$ cat config.mk
export PLATFORM = sky130hd
export DESIGN_NAME = ddr_axi_traffic_gen
export DESIGN_NICKNAME = d
export VERILOG_FILES = /design/src/rtl/ddr_axi_traffic_gen.sv
export SDC_FILE = /design/constraint.sdc
export NUM_CORES = 1
export LEC_CHECK = 0
export BUFFER_PORTS_ARGS = -buffer_cell sky130_fd_sc_hd__buf_2
export CORE_ASPECT_RATIO = 0.8
export CORE_MARGIN = 2
export CORE_UTILIZATION = 51
export CTS_BUF_LIST = sky130_fd_sc_hd__clkbuf_4
export CTS_CLUSTER_SIZE = 25
export DETAILED_ROUTE_END_ITERATION = 8
export GPL_ROUTABILITY_DRIVEN = 1
export MAX_ROUTING_LAYER = met4
export PLACE_DENSITY = 0.89
export SLEW_MARGIN = 15
export SYNTH_ARGS = -nofsm -noshare
export SYNTH_HDL_FRONTEND = slang
export SYNTH_SLANG_ARGS = --single-unit
export TNS_END_PERCENT = 1
$ cat constraint.sdc
create_clock -name clk_i -period 3.55 [get_ports clk_i]
set_input_delay 0.1775 -clock clk_i [delete_from_list [all_inputs] [get_ports clk_i]]
set_output_delay 0.1775 -clock clk_i [all_outputs]
set_load 0.02 [all_outputs]
$ cat src/rtl/ddr_axi_traffic_gen.sv
// ddr_axi_traffic_gen: AXI4 write/read/compare engine for DDR self-test.
// Each pass writes NUM_BURSTS bursts of BURST_LEN beats from BASE_ADDR,
// then reads them back and compares them with a pattern regenerated from
// the beat index. Optional feature macro: TRAFFIC_GEN_LOOP_EN (back-to-back
// passes while start_i is held, rotating the mode; adds loop_cnt_o).
// Ports:
//   clk_i, rst_i (sync, active-high), calib_done_i, start_i, mode_i[1:0]
//   busy_o, done_o, pass_o, err_cnt_o[31:0], first_err_addr_o
//   m_axi_aw*/w*/b*/ar*/r* : flat AXI4 master, one burst outstanding
module ddr_axi_traffic_gen #(
    parameter int              ADDR_WIDTH = 29,
    parameter int              DATA_WIDTH = 64,
    parameter int              ID_WIDTH   = 7,
    parameter int              BURST_LEN  = 16,
    parameter int              NUM_BURSTS = 256,
    parameter longint unsigned BASE_ADDR  = 0
) (
    input  logic                    clk_i,
    input  logic                    rst_i,
    input  logic                    calib_done_i,
    input  logic                    start_i,
    input  logic [1:0]              mode_i,
    output logic                    busy_o,
    output logic                    done_o,
    output logic                    pass_o,
    output logic [31:0]             err_cnt_o,
    output logic [ADDR_WIDTH-1:0]   first_err_addr_o,
`ifdef TRAFFIC_GEN_LOOP_EN
    output logic [31:0]             loop_cnt_o,
`endif
    output logic [ID_WIDTH-1:0]     m_axi_awid,
    output logic [ADDR_WIDTH-1:0]   m_axi_awaddr,
    output logic [7:0]              m_axi_awlen,
    output logic [2:0]              m_axi_awsize,
    output logic [1:0]              m_axi_awburst,
    output logic                    m_axi_awvalid,
    input  logic                    m_axi_awready,
    output logic [DATA_WIDTH-1:0]   m_axi_wdata,
    output logic [DATA_WIDTH/8-1:0] m_axi_wstrb,
    output logic                    m_axi_wlast,
    output logic                    m_axi_wvalid,
    input  logic                    m_axi_wready,
    input  logic [1:0]              m_axi_bresp,
    input  logic                    m_axi_bvalid,
    output logic                    m_axi_bready,
    output logic [ID_WIDTH-1:0]     m_axi_arid,
    output logic [ADDR_WIDTH-1:0]   m_axi_araddr,
    output logic [7:0]              m_axi_arlen,
    output logic [2:0]              m_axi_arsize,
    output logic [1:0]              m_axi_arburst,
    output logic                    m_axi_arvalid,
    input  logic                    m_axi_arready,
    input  logic [DATA_WIDTH-1:0]   m_axi_rdata,
    input  logic [1:0]              m_axi_rresp,
    input  logic                    m_axi_rlast,
    input  logic                    m_axi_rvalid,
    output logic                    m_axi_rready
);

    localparam int BEAT_BYTES = DATA_WIDTH / 8;
    localparam int SIZE       = $clog2(BEAT_BYTES);
    localparam int LOG_DW     = $clog2(DATA_WIDTH);
    localparam longint unsigned BURST_BYTES = BURST_LEN * BEAT_BYTES;
    localparam longint unsigned END_ADDR =
        BASE_ADDR + NUM_BURSTS * BURST_BYTES;
    localparam logic [ADDR_WIDTH-1:0] BASE_A = ADDR_WIDTH'(BASE_ADDR);
    localparam logic [ADDR_WIDTH-1:0] STEP   = ADDR_WIDTH'(BURST_BYTES);
    localparam logic [8:0]  LAST_BEAT  = 9'(BURST_LEN - 1);
    localparam logic [31:0] LAST_BURST = 32'(NUM_BURSTS - 1);

    if (DATA_WIDTH < 32 || DATA_WIDTH > 512 ||
        (DATA_WIDTH & (DATA_WIDTH - 1)) != 0) begin : g_bad_dw
        $error("DATA_WIDTH must be a power of two in 32..512");
    end
    if (BURST_LEN < 1 || BURST_LEN > 256) begin : g_bad_len
        $error("BURST_LEN must be 1..256");
    end
    if ((64'd4096 % BURST_BYTES) != 0) begin : g_bad_4k
        $error("burst bytes must divide 4096");
    end
    if ((BASE_ADDR % BURST_BYTES) != 0) begin : g_bad_base
        $error("BASE_ADDR must be burst aligned");
    end
    if (END_ADDR > (64'd1 << ADDR_WIDTH)) begin : g_bad_wrap
        $error("pass would wrap the address space");
    end

    typedef enum logic [2:0] {
        S_IDLE, S_WAIT_CAL, S_WR_BURST, S_WR_RESP,
        S_RD_ADDR, S_RD_DATA, S_DONE
    } state_e;

    state_e                  state_q, state_d;
    logic [1:0]              mode_q, mode_d;
    logic                    awvalid_q, awvalid_d;
    logic                    wvalid_q, wvalid_d;
    logic                    arvalid_q, arvalid_d;
    logic [8:0]              beat_q, beat_d;
    logic [31:0]             burst_q, burst_d;
    logic [31:0]             g_q, g_d;
    logic [ADDR_WIDTH-1:0]   addr_q, addr_d;
    logic [31:0]             err_q, err_d;
    logic [ADDR_WIDTH-1:0]   ferr_q, ferr_d;
    logic                    done_q, done_d;
    logic                    pass_q, pass_d;
`ifdef TRAFFIC_GEN_LOOP_EN
    logic [31:0]             loop_q, loop_d;
`endif

    // Pattern depends only on mode and global beat index.
    function automatic logic [DATA_WIDTH-1:0] pat(
        input logic [1:0] m, input logic [31:0] g);
        logic [DATA_WIDTH-1:0] z;
        z = DATA_WIDTH'(g);
        unique case (m)
            2'd0: pat = z;
            2'd1: pat = g[0] ? {BEAT_BYTES{8'hAA}} : {BEAT_BYTES{8'h55}};
            2'd2: pat = DATA_WIDTH'(1) << g[LOG_DW-1:0];
            default: pat = ~z;
        endcase
    endfunction

    function automatic logic [31:0] sat_inc(input logic [31:0] c);
        sat_inc = (c == 32'hFFFF_FFFF) ? c : c + 32'd1;
    endfunction

    logic wlast;
    logic last_exp;
    logic rbad;

    assign wlast = wvalid_q && (beat_q == LAST_BEAT);

    always_comb begin
        state_d   = state_q;
        mode_d    = mode_q;
        awvalid_d = awvalid_q;
        wvalid_d  = wvalid_q;
        arvalid_d = arvalid_q;
        beat_d    = beat_q;
        burst_d   = burst_q;
        g_d       = g_q;
        addr_d    = addr_q;
        err_d     = err_q;
        ferr_d    = ferr_q;
        done_d    = done_q;
        pass_d    = pass_q;
`ifdef TRAFFIC_GEN_LOOP_EN
        loop_d    = loop_q;
`endif
        last_exp  = (beat_q == LAST_BEAT);
        rbad      = (m_axi_rdata != pat(mode_q, g_q)) ||
                    (m_axi_rresp != 2'b00) ||
                    (m_axi_rlast != last_exp);

        unique case (state_q)
            S_IDLE: begin
                if (start_i) begin
                    err_d   = '0;
                    ferr_d  = '0;
                    done_d  = 1'b0;
                    pass_d  = 1'b0;
                    mode_d  = mode_i;
                    beat_d  = '0;
                    burst_d = '0;
                    g_d     = '0;
                    addr_d  = BASE_A;
                    state_d = S_WAIT_CAL;
                end
            end
            S_WAIT_CAL: begin
                if (calib_done_i) begin
                    awvalid_d = 1'b1;
                    wvalid_d  = 1'b1;
                    state_d   = S_WR_BURST;
                end
            end
            S_WR_BURST: begin
                if (awvalid_q && m_axi_awready) awvalid_d = 1'b0;
                if (wvalid_q && m_axi_wready) begin
                    g_d = g_q + 32'd1;
                    if (beat_q == LAST_BEAT) begin
                        beat_d   = '0;
                        wvalid_d = 1'b0;
                    end else begin
                        beat_d = beat_q + 9'd1;
                    end
                end
                // A dropped valid means that channel already finished.
                if ((!awvalid_q || m_axi_awready) &&
                    (!wvalid_q || (m_axi_wready && wlast)))
                    state_d = S_WR_RESP;
            end
            S_WR_RESP: begin
                if (m_axi_bvalid) begin
                    if (m_axi_bresp != 2'b00) begin
                        if (err_q == '0) ferr_d = addr_q;
                        err_d = sat_inc(err_q);
                    end
                    if (burst_q == LAST_BURST) begin
                        burst_d   = '0;
                        g_d       = '0;
                        addr_d    = BASE_A;
                        arvalid_d = 1'b1;
                        state_d   = S_RD_ADDR;
                    end else begin
                        burst_d   = burst_q + 32'd1;
                        addr_d    = addr_q + STEP;
                        awvalid_d = 1'b1;
                        wvalid_d  = 1'b1;
                        state_d   = S_WR_BURST;
                    end
                end
            end
            S_RD_ADDR: begin
                if (m_axi_arready) begin
                    arvalid_d = 1'b0;
                    state_d   = S_RD_DATA;
                end
            end
            S_RD_DATA: begin
                if (m_axi_rvalid) begin
                    if (rbad) begin
                        if (err_q == '0)
                            ferr_d = BASE_A +
                                     ADDR_WIDTH'(64'(g_q) << SIZE);
                        err_d = sat_inc(err_q);
                    end
                    g_d    = g_q + 32'd1;
                    beat_d = beat_q + 9'd1;
                    // An early rlast closes the burst; skip its beats.
                    if (last_exp || m_axi_rlast) begin
                        beat_d = '0;
                        g_d    = g_q + 32'(LAST_BEAT - beat_q) + 32'd1;
                        if (burst_q == LAST_BURST) begin
                            state_d = S_DONE;
                        end else begin
                            burst_d   = burst_q + 32'd1;
                            addr_d    = addr_q + STEP;
                            arvalid_d = 1'b1;
                            state_d   = S_RD_ADDR;
                        end
                    end
                end
            end
            S_DONE: begin
                done_d  = 1'b1;
                pass_d  = (err_q == '0);
                state_d = S_IDLE;
`ifdef TRAFFIC_GEN_LOOP_EN
                loop_d = loop_q + 32'd1;
                if (start_i) begin
                    mode_d  = mode_q + 2'd1;
                    beat_d  = '0;
                    burst_d = '0;
                    g_d     = '0;
                    addr_d  = BASE_A;
                    state_d = S_WAIT_CAL;
                end
`endif
            end
            default: state_d = S_IDLE;
        endcase
    end

    always_ff @(posedge clk_i) begin
        if (rst_i) begin
            state_q   <= S_IDLE;
            mode_q    <= '0;
            awvalid_q <= 1'b0;
            wvalid_q  <= 1'b0;
            arvalid_q <= 1'b0;
            beat_q    <= '0;
            burst_q   <= '0;
            g_q       <= '0;
            addr_q    <= '0;
            err_q     <= '0;
            ferr_q    <= '0;
            done_q    <= 1'b0;
            pass_q    <= 1'b0;
`ifdef TRAFFIC_GEN_LOOP_EN
            loop_q    <= '0;
`endif
        end else begin
            state_q   <= state_d;
            mode_q    <= mode_d;
            awvalid_q <= awvalid_d;
            wvalid_q  <= wvalid_d;
            arvalid_q <= arvalid_d;
            beat_q    <= beat_d;
            burst_q   <= burst_d;
            g_q       <= g_d;
            addr_q    <= addr_d;
            err_q     <= err_d;
            ferr_q    <= ferr_d;
            done_q    <= done_d;
            pass_q    <= pass_d;
`ifdef TRAFFIC_GEN_LOOP_EN
            loop_q    <= loop_d;
`endif
        end
    end

    assign busy_o           = (state_q != S_IDLE) && (state_q != S_DONE);
    assign done_o           = done_q;
    assign pass_o           = pass_q;
    assign err_cnt_o        = err_q;
    assign first_err_addr_o = ferr_q;
`ifdef TRAFFIC_GEN_LOOP_EN
    assign loop_cnt_o       = loop_q;
`endif

    assign m_axi_awid    = '0;
    assign m_axi_awaddr  = addr_q;
    assign m_axi_awlen   = 8'(BURST_LEN - 1);
    assign m_axi_awsize  = 3'(SIZE);
    assign m_axi_awburst = 2'b01;
    assign m_axi_awvalid = awvalid_q;
    assign m_axi_wdata   = pat(mode_q, g_q);
    assign m_axi_wstrb   = '1;
    assign m_axi_wlast   = wlast;
    assign m_axi_wvalid  = wvalid_q;
    assign m_axi_bready  = (state_q == S_WR_RESP);
    assign m_axi_arid    = '0;
    assign m_axi_araddr  = addr_q;
    assign m_axi_arlen   = 8'(BURST_LEN - 1);
    assign m_axi_arsize  = 3'(SIZE);
    assign m_axi_arburst = 2'b01;
    assign m_axi_arvalid = arvalid_q;
    assign m_axi_rready  = (state_q == S_RD_DATA);

endmodule
==> After elaboration in Yosys (flattened, before gate mapping) <==
Cells that the tools add are included.
{ "word_totals": {"output_inout_bits": 240, "register_bits": 173, "elab_cells": 158} }
{ "op_classes": {"bitwise_logic": 1, "muxes": 68, "n_shift": 1, "eq_ne": 31, "n_addsub": 8, "reduce_logical": 36} }
{ "ops": {"columns": ["operator", "count"], "rows": [
  ["two-way mux 32 bit", 16],
  ["two-way mux 29 bit", 12],
  ["case mux 32 bit (3 select lines)", 2],
  ["case mux 64 bit (3 select lines)", 1],
  ["case mux 29 bit (3 select lines)", 2],
  ["adder 32 x 1 -> 32 bit (second input constant)", 4],
  ["case mux 32 bit (4 select lines)", 1],
  ["two-way mux 64 bit", 1],
  ["!= test 64 bit", 1],
  ["inverter 32 -> 64 bit", 1],
  ["<< shifter 1 x 6 -> 64 bit (first input constant)", 1],
  ["two-way mux 9 bit", 5],
  ["adder 32 bit", 1],
  ["== test 32 bit (second input constant)", 1],
  ["== test 32 x 8 -> 1 bit (second input constant)", 1],
  ["zero test 32 bit", 1],
  ["adder 29 x 8 -> 29 bit (second input constant)", 1],
  ["case mux 9 bit (3 select lines)", 1],
  ["two-way mux 3 bit", 8],
  ["AND reduction 6 bit", 4],
  ["!= test 2 bit (second input constant)", 11],
  ["case mux 3 bit (6 select lines)", 1],
  ["nonzero test 3 bit", 5],
  ["AND reduction 7 bit", 2],
  ["26 further kinds", 61]
]} }

==> Longest topological paths before layout <==
{ "depth": {"ltp_word": 8, "mapped_depth": 16, "depth_no_buf": 14} }

==> Least setup slack after synthesis <==
No wires, ideal clock.
{ "synth_timing": {"path_type": "reg-to-reg", "startpoint": "register beat_q[6]", "endpoint": "register g_q[17]", "stages_incl_launch_ff": 14, "n_path_buf": 1, "setup_time_ns": 0.074, "path_slack_ns": -0.325, "t_arrival_ns": 3.801, "path_cell_list": "dfxtp_1 -> clkbuf_1 -> nor3_1 -> nand3_1 -> ha_1 -> a21oi_1 -> o21ai_0 -> or3b_2 -> nor3_1 -> nor3_1 -> o31a_1 -> o31a_1 -> a211o_1 -> a31oi_1"} }
{ "synth_via": {"elab_chain_cells": 6, "elab_cells_between_ends": 8, "classes_between": "add/sub (3); eq/ne (1); mux (3); reduce/logical (1)"} }
{ "synth_lines": {"columns": ["element", "line_no", "rtl"], "rows": [
  ["from (decl)", "98", "logic [8:0] beat_q, beat_d;"],
  ["from (signal assigned)", "289", "beat_q <= beat_d;"],
  ["subtractor 4 x 9 -> 10 bit", "233", "g_d = g_q + 32'(LAST_BEAT - beat_q) + 32'd1;"],
  ["adder 32 bit", "233", null],
  ["adder 32 x 1 -> 32 bit", "233", null],
  ["two-way mux 32 bit (*)", "231", "if (last_exp || m_axi_rlast) begin"],
  ["two-way mux 32 bit (*)", "221", "if (m_axi_rvalid) begin"],
  ["case mux 32 bit (4 select lines) (*)", "155", "unique case (state_q)"],
  ["to (signal assigned)", "291", "g_q <= g_d;"],
  ["to (decl)", "100", "logic [31:0] g_q, g_d;"]
]} }
Every way passes the cells marked *; elsewhere a longest branch is shown, timed or not. The select of a mux whose other input is x is not followed.
A chain may end at the register's enable or synchronous reset.

==> Worst setup path in the final report <==
{ "layout_timing": {"startpoint": "register beat_q[0]", "endpoint": "register ferr_q[28], in the netlist first_err_addr_o[28]"} }
{ "layout_via": {"elab_chain_cells": 5} }
{ "layout_lines": {"columns": ["element", "line_no", "rtl"], "rows": [
  ["== test 9 x 4 -> 1 bit", "150", "last_exp = (beat_q == LAST_BEAT);"],
  ["!= test 1 bit", "153", "(m_axi_rlast != last_exp);"],
  ["logical OR 1 bit", "152", "(m_axi_rresp != 2'b00) ||"],
  ["!= test 2 x 1 -> 1 bit (no line)", null, null],
  ["AND reduction 8 bit (no line)", null, null],
  ["to (signal assigned)", "294", "ferr_q <= ferr_d;"],
  ["to (decl)", "103", "logic [ADDR_WIDTH-1:0] ferr_q, ferr_d;"]
]} }
No other way between the ends.

==> impl_metrics.prom <==
# TYPE chip_impl_metric gauge
chip_impl_metric{name="tightest_slew",unit="ns"} 1.23
chip_impl_info{name="rsz0062_at_grt",value="true"} 1
chip_impl_metric{name="path_max_fanout",unit=""} 46
chip_impl_metric{name="timing.critical_path.arrival",unit="ns"} 4.32
chip_impl_metric{name="design.die.area",unit="sq um"} 28600
chip_impl_metric{name="ir_drop",unit="mV"} 0.260
chip_impl_metric{name="power.switching",unit="uW"} 2030
chip_impl_metric{name="synth_top_area_share",unit="%"} 23.6
chip_impl_metric{name="max_slew_margin",unit="%"} 17.5
chip_impl_metric{name="grt_antenna_before_repair",unit=""} 2
chip_impl_metric{name="postRouteAntennaNets",unit=""} 0
chip_impl_metric{name="maxCapViolCount",unit=""} 0
chip_impl_info{name="status",value="finished, violations left"} 1
chip_impl_info{name="path_cells",value="ha_4 -> and3_4 -> and3_4 -> inv_2 -> ha_4 -> nor4_4 -> buf_4 -> o311ai_2 -> or4_1 -> or4_4 -> nor4_4 -> buf_4 -> nand4_4 -> buf_12 -> a31oi_2 -> a211oi_2"} 1
chip_impl_info{name="ys.flop_type",value="dfxtp_1"} 1
chip_impl_metric{name="place.detailed.hpwl",unit="um"} 45500
chip_impl_metric{name="drive_above_1_share",unit="%"} 27.1
chip_impl_metric{name="synth_enable_flop_cells",unit=""} 0
chip_impl_info{name="synth.most_common_cell",value="dfxtp_1"} 1
chip_impl_metric{name="sw_frac_of_total",unit="%"} 41.0
chip_impl_metric{name="grt_max_degree",unit=""} 48
chip_impl_metric{name="vert_die_dim",unit="um"} 152
chip_impl_metric{name="io_pins",unit=""} 320
chip_impl_metric{name="report.final.setup_viol",unit=""} 60
chip_impl_info{name="failed_checks",value="negative setup slack"} 1
chip_impl_metric{name="number_of_instances_in_the_synthesized_netlist",unit=""} 1894
chip_impl_metric{name="power.combinational.fraction",unit="%"} 37.1
chip_impl_metric{name="grt_util_all_layers",unit="%"} 40.2
chip_impl_metric{name="postLayoutSetupSlackWorst",unit="ns"} -0.318
chip_impl_metric{name="clock_sink_count",unit=""} 164
chip_impl_metric{name="critical_path_required",unit="ns"} 4.00
chip_impl_info{name="cell_with_the_biggest_individual_delay_on_the_critical_path",value="or4_4"} 1
chip_impl_metric{name="cts.clk_slew.worst_paths",unit="ns"} 0.16
chip_impl_info{name="cts-root-buf",value="clkbuf_4"} 1
chip_impl_metric{name="total_clock_buffers_created_by_cts",unit=""} 17
chip_impl_info{name="timing.hold.worst.class",value="input pin to register"} 1
chip_impl_info{name="cp-start-kind",value="register"} 1
chip_impl_metric{name="max_freq",unit="GHz"} 0.259
chip_impl_info{name="cts_tree",value="done"} 1
chip_impl_metric{name="via_count",unit=""} 17024
chip_impl_metric{name="slowest_stage_delay_on_critical_path",unit="ns"} 0.44
chip_impl_metric{name="gr-total-overflow",unit=""} 0
chip_impl_metric{name="core-area",unit="sq um"} 27000
chip_impl_metric{name="layout-area-overhead-vs-synth",unit="%"} 22.8
chip_impl_metric{name="ys_seq_elements",unit=""} 164
chip_impl_metric{name="rows",unit=""} 54
chip_impl_metric{name="avgRoutedWirePerCell",unit="um"} 22.4
chip_impl_metric{name="pwr-share-clk",unit="%"} 23.1
chip_impl_metric{name="post-layout-total-power",unit="uW"} 4940
chip_impl_info{name="crit_type",value="register to register"} 1
chip_impl_metric{name="internal_power",unit="uW"} 2920
chip_impl_metric{name="first_pass_grt_wire_length",unit="um"} 87600
chip_impl_metric{name="share_seq_of_total_power",unit="%"} 39.8
chip_impl_metric{name="min_period_over_period",unit="%"} 109
chip_impl_metric{name="drc_errors",unit=""} 0
chip_impl_metric{name="preCtsSetupSlack",unit="ns"} -0.580
chip_impl_metric{name="dpl_cell_area",unit="sq um"} 16500
chip_impl_metric{name="fin_skew",unit="ns"} 0.0377
chip_impl_metric{name="clock_insertion_delay_worst_skew",unit="ns"} 0.60
chip_impl_info{name="setup.worst_path.end_class",value="register"} 1
chip_impl_metric{name="leakagePower",unit="uW"} 0.00728
chip_impl_metric{name="drt_pass1_iterations",unit=""} 6
chip_impl_metric{name="cts_buffer_depth",unit=""} 2
chip_impl_metric{name="power.density",unit="nW/um^2"} 290
chip_impl_metric{name="floorplan.die.width",unit="um"} 189
chip_impl_metric{name="post_synth.cell_area_avg",unit="sq um"} 7.34
chip_impl_metric{name="period_needed",unit="ns"} 3.87
chip_impl_info{name="yosys.area.top_type",value="dfxtp_1"} 1
chip_impl_metric{name="ys_async_sr_fraction",unit="%"} 0
chip_impl_metric{name="route.detailed.vias_per_inst",unit=""} 6.48
chip_impl_metric{name="number_of_global_route_vias_before_repair",unit=""} 15297
chip_impl_metric{name="yosys_warnings",unit=""} 0
chip_impl_metric{name="htree_num_levels",unit=""} 4
chip_impl_metric{name="finalHoldViolCount",unit=""} 0
chip_impl_metric{name="numPortBuffers",unit=""} 257
chip_impl_info{name="synthTopCellsByCount",value="164 x dfxtp_1, 162 x nor2_1, 152 x nand2_1, 124 x o21ai_0, 119 x a21oi_1"} 1
chip_impl_metric{name="drt_wl_total",unit="um"} 58700
chip_impl_metric{name="start_util",unit="%"} 51.4
chip_impl_metric{name="maxSlewViolCount",unit=""} 0
chip_impl_info{name="synthTopCellsByArea",value="dfxtp_1 24%, buf_4 4.7%, o21ai_0 4.5%"} 1
chip_impl_metric{name="place_congestion",unit=""} 1.12
chip_impl_metric{name="finish.instance_area",unit="sq um"} 17100
chip_impl_metric{name="synth.yosys.seq_area_share",unit="%"} 23.6
chip_impl_metric{name="mappedNetlistArea",unit="sq um"} 13900
chip_impl_metric{name="nets",unit=""} 2374
chip_impl_metric{name="first_iter_violations",unit=""} 2233
chip_impl_metric{name="whs",unit="ns"} 0.0913
chip_impl_metric{name="post_synth_num_cell_types",unit=""} 93
worst max-delay path: cells and delay by family (launching register included):
family	cells	cell delay, ns
AO/OA/AOI/OAI	3	0.46
buffers and inverters	4	0.60
adder cells (fa/ha/maj)	2	0.36
flip-flops	1	0.38
AND/OR/NAND/NOR	7	1.89
power groups by stage:
stage	sequential [uW]	combinational [uW]	clock (uW)
floorplan	2030	1030	0
global placement	2000	1690	0
detailed placement	2000	1720	0
CTS	1960	1750	1140
global route	1970	1930	1210
finish	1970	1830	1140
flip-flops by register name, summed over array words and instances, names as in the netlist:
register	flops
beat_q	9
burst_q	32
done_o	1
err_cnt_o	32
first_err_addr_o	27
g_q	32
m_axi_araddr	22
m_axi_arvalid	1
m_axi_awvalid	1
m_axi_wvalid	1
mode_q	2
pass_o	1
state_q	3
metrics by stage:
stage / instances / setup TNS, ns / util (%)
2_1_floorplan: 1954 / -0.318 / -
3_3_place_gp: 2587 / -20.01 / 61.1
3_5_place_dp: 2587 / -30.18 / 61.1
4_1_cts: 2624 / -13.33 / 62.6
5_1_grt: 2626 / -18.72 / 63.2
6_report: 2626 / -13.45 / 63.2
metal layers:
layer / global-route usage (%) / vias up / share of wire (%)
li1: - / 7614 / -
met5: - / - / 0
met4: 19.2 / 0 / 5.6
met2: 61.9 / 1243 / 44
met1: 51.6 / 7933 / 39
met3: 6.82 / 234 / 11
area by class of cell:
cell class                      count  area, sq um
Fill cell                        2415         9950
Multi-Input combinational cell   1500         9640
Clock inverter                     13          144
Timing Repair Buffer              484         3100
Antenna cell                        2         5.00
Sequential cell                   164         3290
Tap cell                          364          455
Clock buffer                       18          135
Inverter                           81          304
cell families (layout without fill, tap and decap cells):
| family | count (synthesis) | after routing | share of synthesized area [%] |
|---|---|---|---|
| other cells | 2 | 64 | 0.0540 |
| compound gates | 592 | 592 | 29.2 |
| fa+ha+maj | 46 | 46 | 4.19 |
| flops | 164 | 164 | 23.6 |
| buf+inv | 290 | 596 | 10.6 |
| simple gates | 711 | 711 | 26.6 |
| mux | 5 | 5 | 0.378 |
| xor+xnor | 84 | 84 | 5.29 |
placed cells by master (no fill, tap or decap), types with 8 or more instances in the layout:
cell type,count
buf_2,257
buf_4,216
nor2_1,162
dfxtp_1,159
nand2_1,151
o21ai_0,119
a21oi_1,116
nand3_1,84
inv_1,77
conb_1,62
xnor2_1,43
ha_1,42
nor3_1,41
xor2_1,41
nand4_1,38
a22oi_1,37
and3_1,36
a31oi_1,35
or3_1,32
nor2b_1,25
a21o_1,24
nor4_1,24
nand2b_1,20
a211oi_2,20
clkbuf_4,18
o211ai_1,17
a211oi_1,17
o31ai_1,16
o22ai_1,16
a31oi_2,16
or4_1,14
o41ai_1,11
o221ai_1,10
a32o_1,10
and2_1,10
o21ai_1,8
o2111ai_1,8
worst paths after layout:
path | start | end | slack [ns] | cells past startpoint
hold / removal | rst_i | m_axi_araddr[7]$_SDFFE_PP0P_ | 0.09 | 2
setup / recovery | beat_q[0]$_SDFFE_PP0P_ | first_err_addr_o[28]$_SDFFE_PP0P_ | -0.32 | 16
hold reg to reg | first_err_addr_o[2]$_SDFFE_PP0P_ | first_err_addr_o[2]$_SDFFE_PP0P_ | 0.49 | 2
setup reg to reg | beat_q[0]$_SDFFE_PP0P_ | first_err_addr_o[28]$_SDFFE_PP0P_ | -0.32 | 16
repair_timing:
action                                  in CTS  in global routing
endpoints found under the setup margin      62                 69
gates resized for setup                     16                 30
hold buffers                                 3                  0
cloned                                       1                  0
pin swaps                                    5                  3
buffers inserted                             2                  0
hold endpoints to repair                     3                  0
Power figures use the tool's default switching activity.
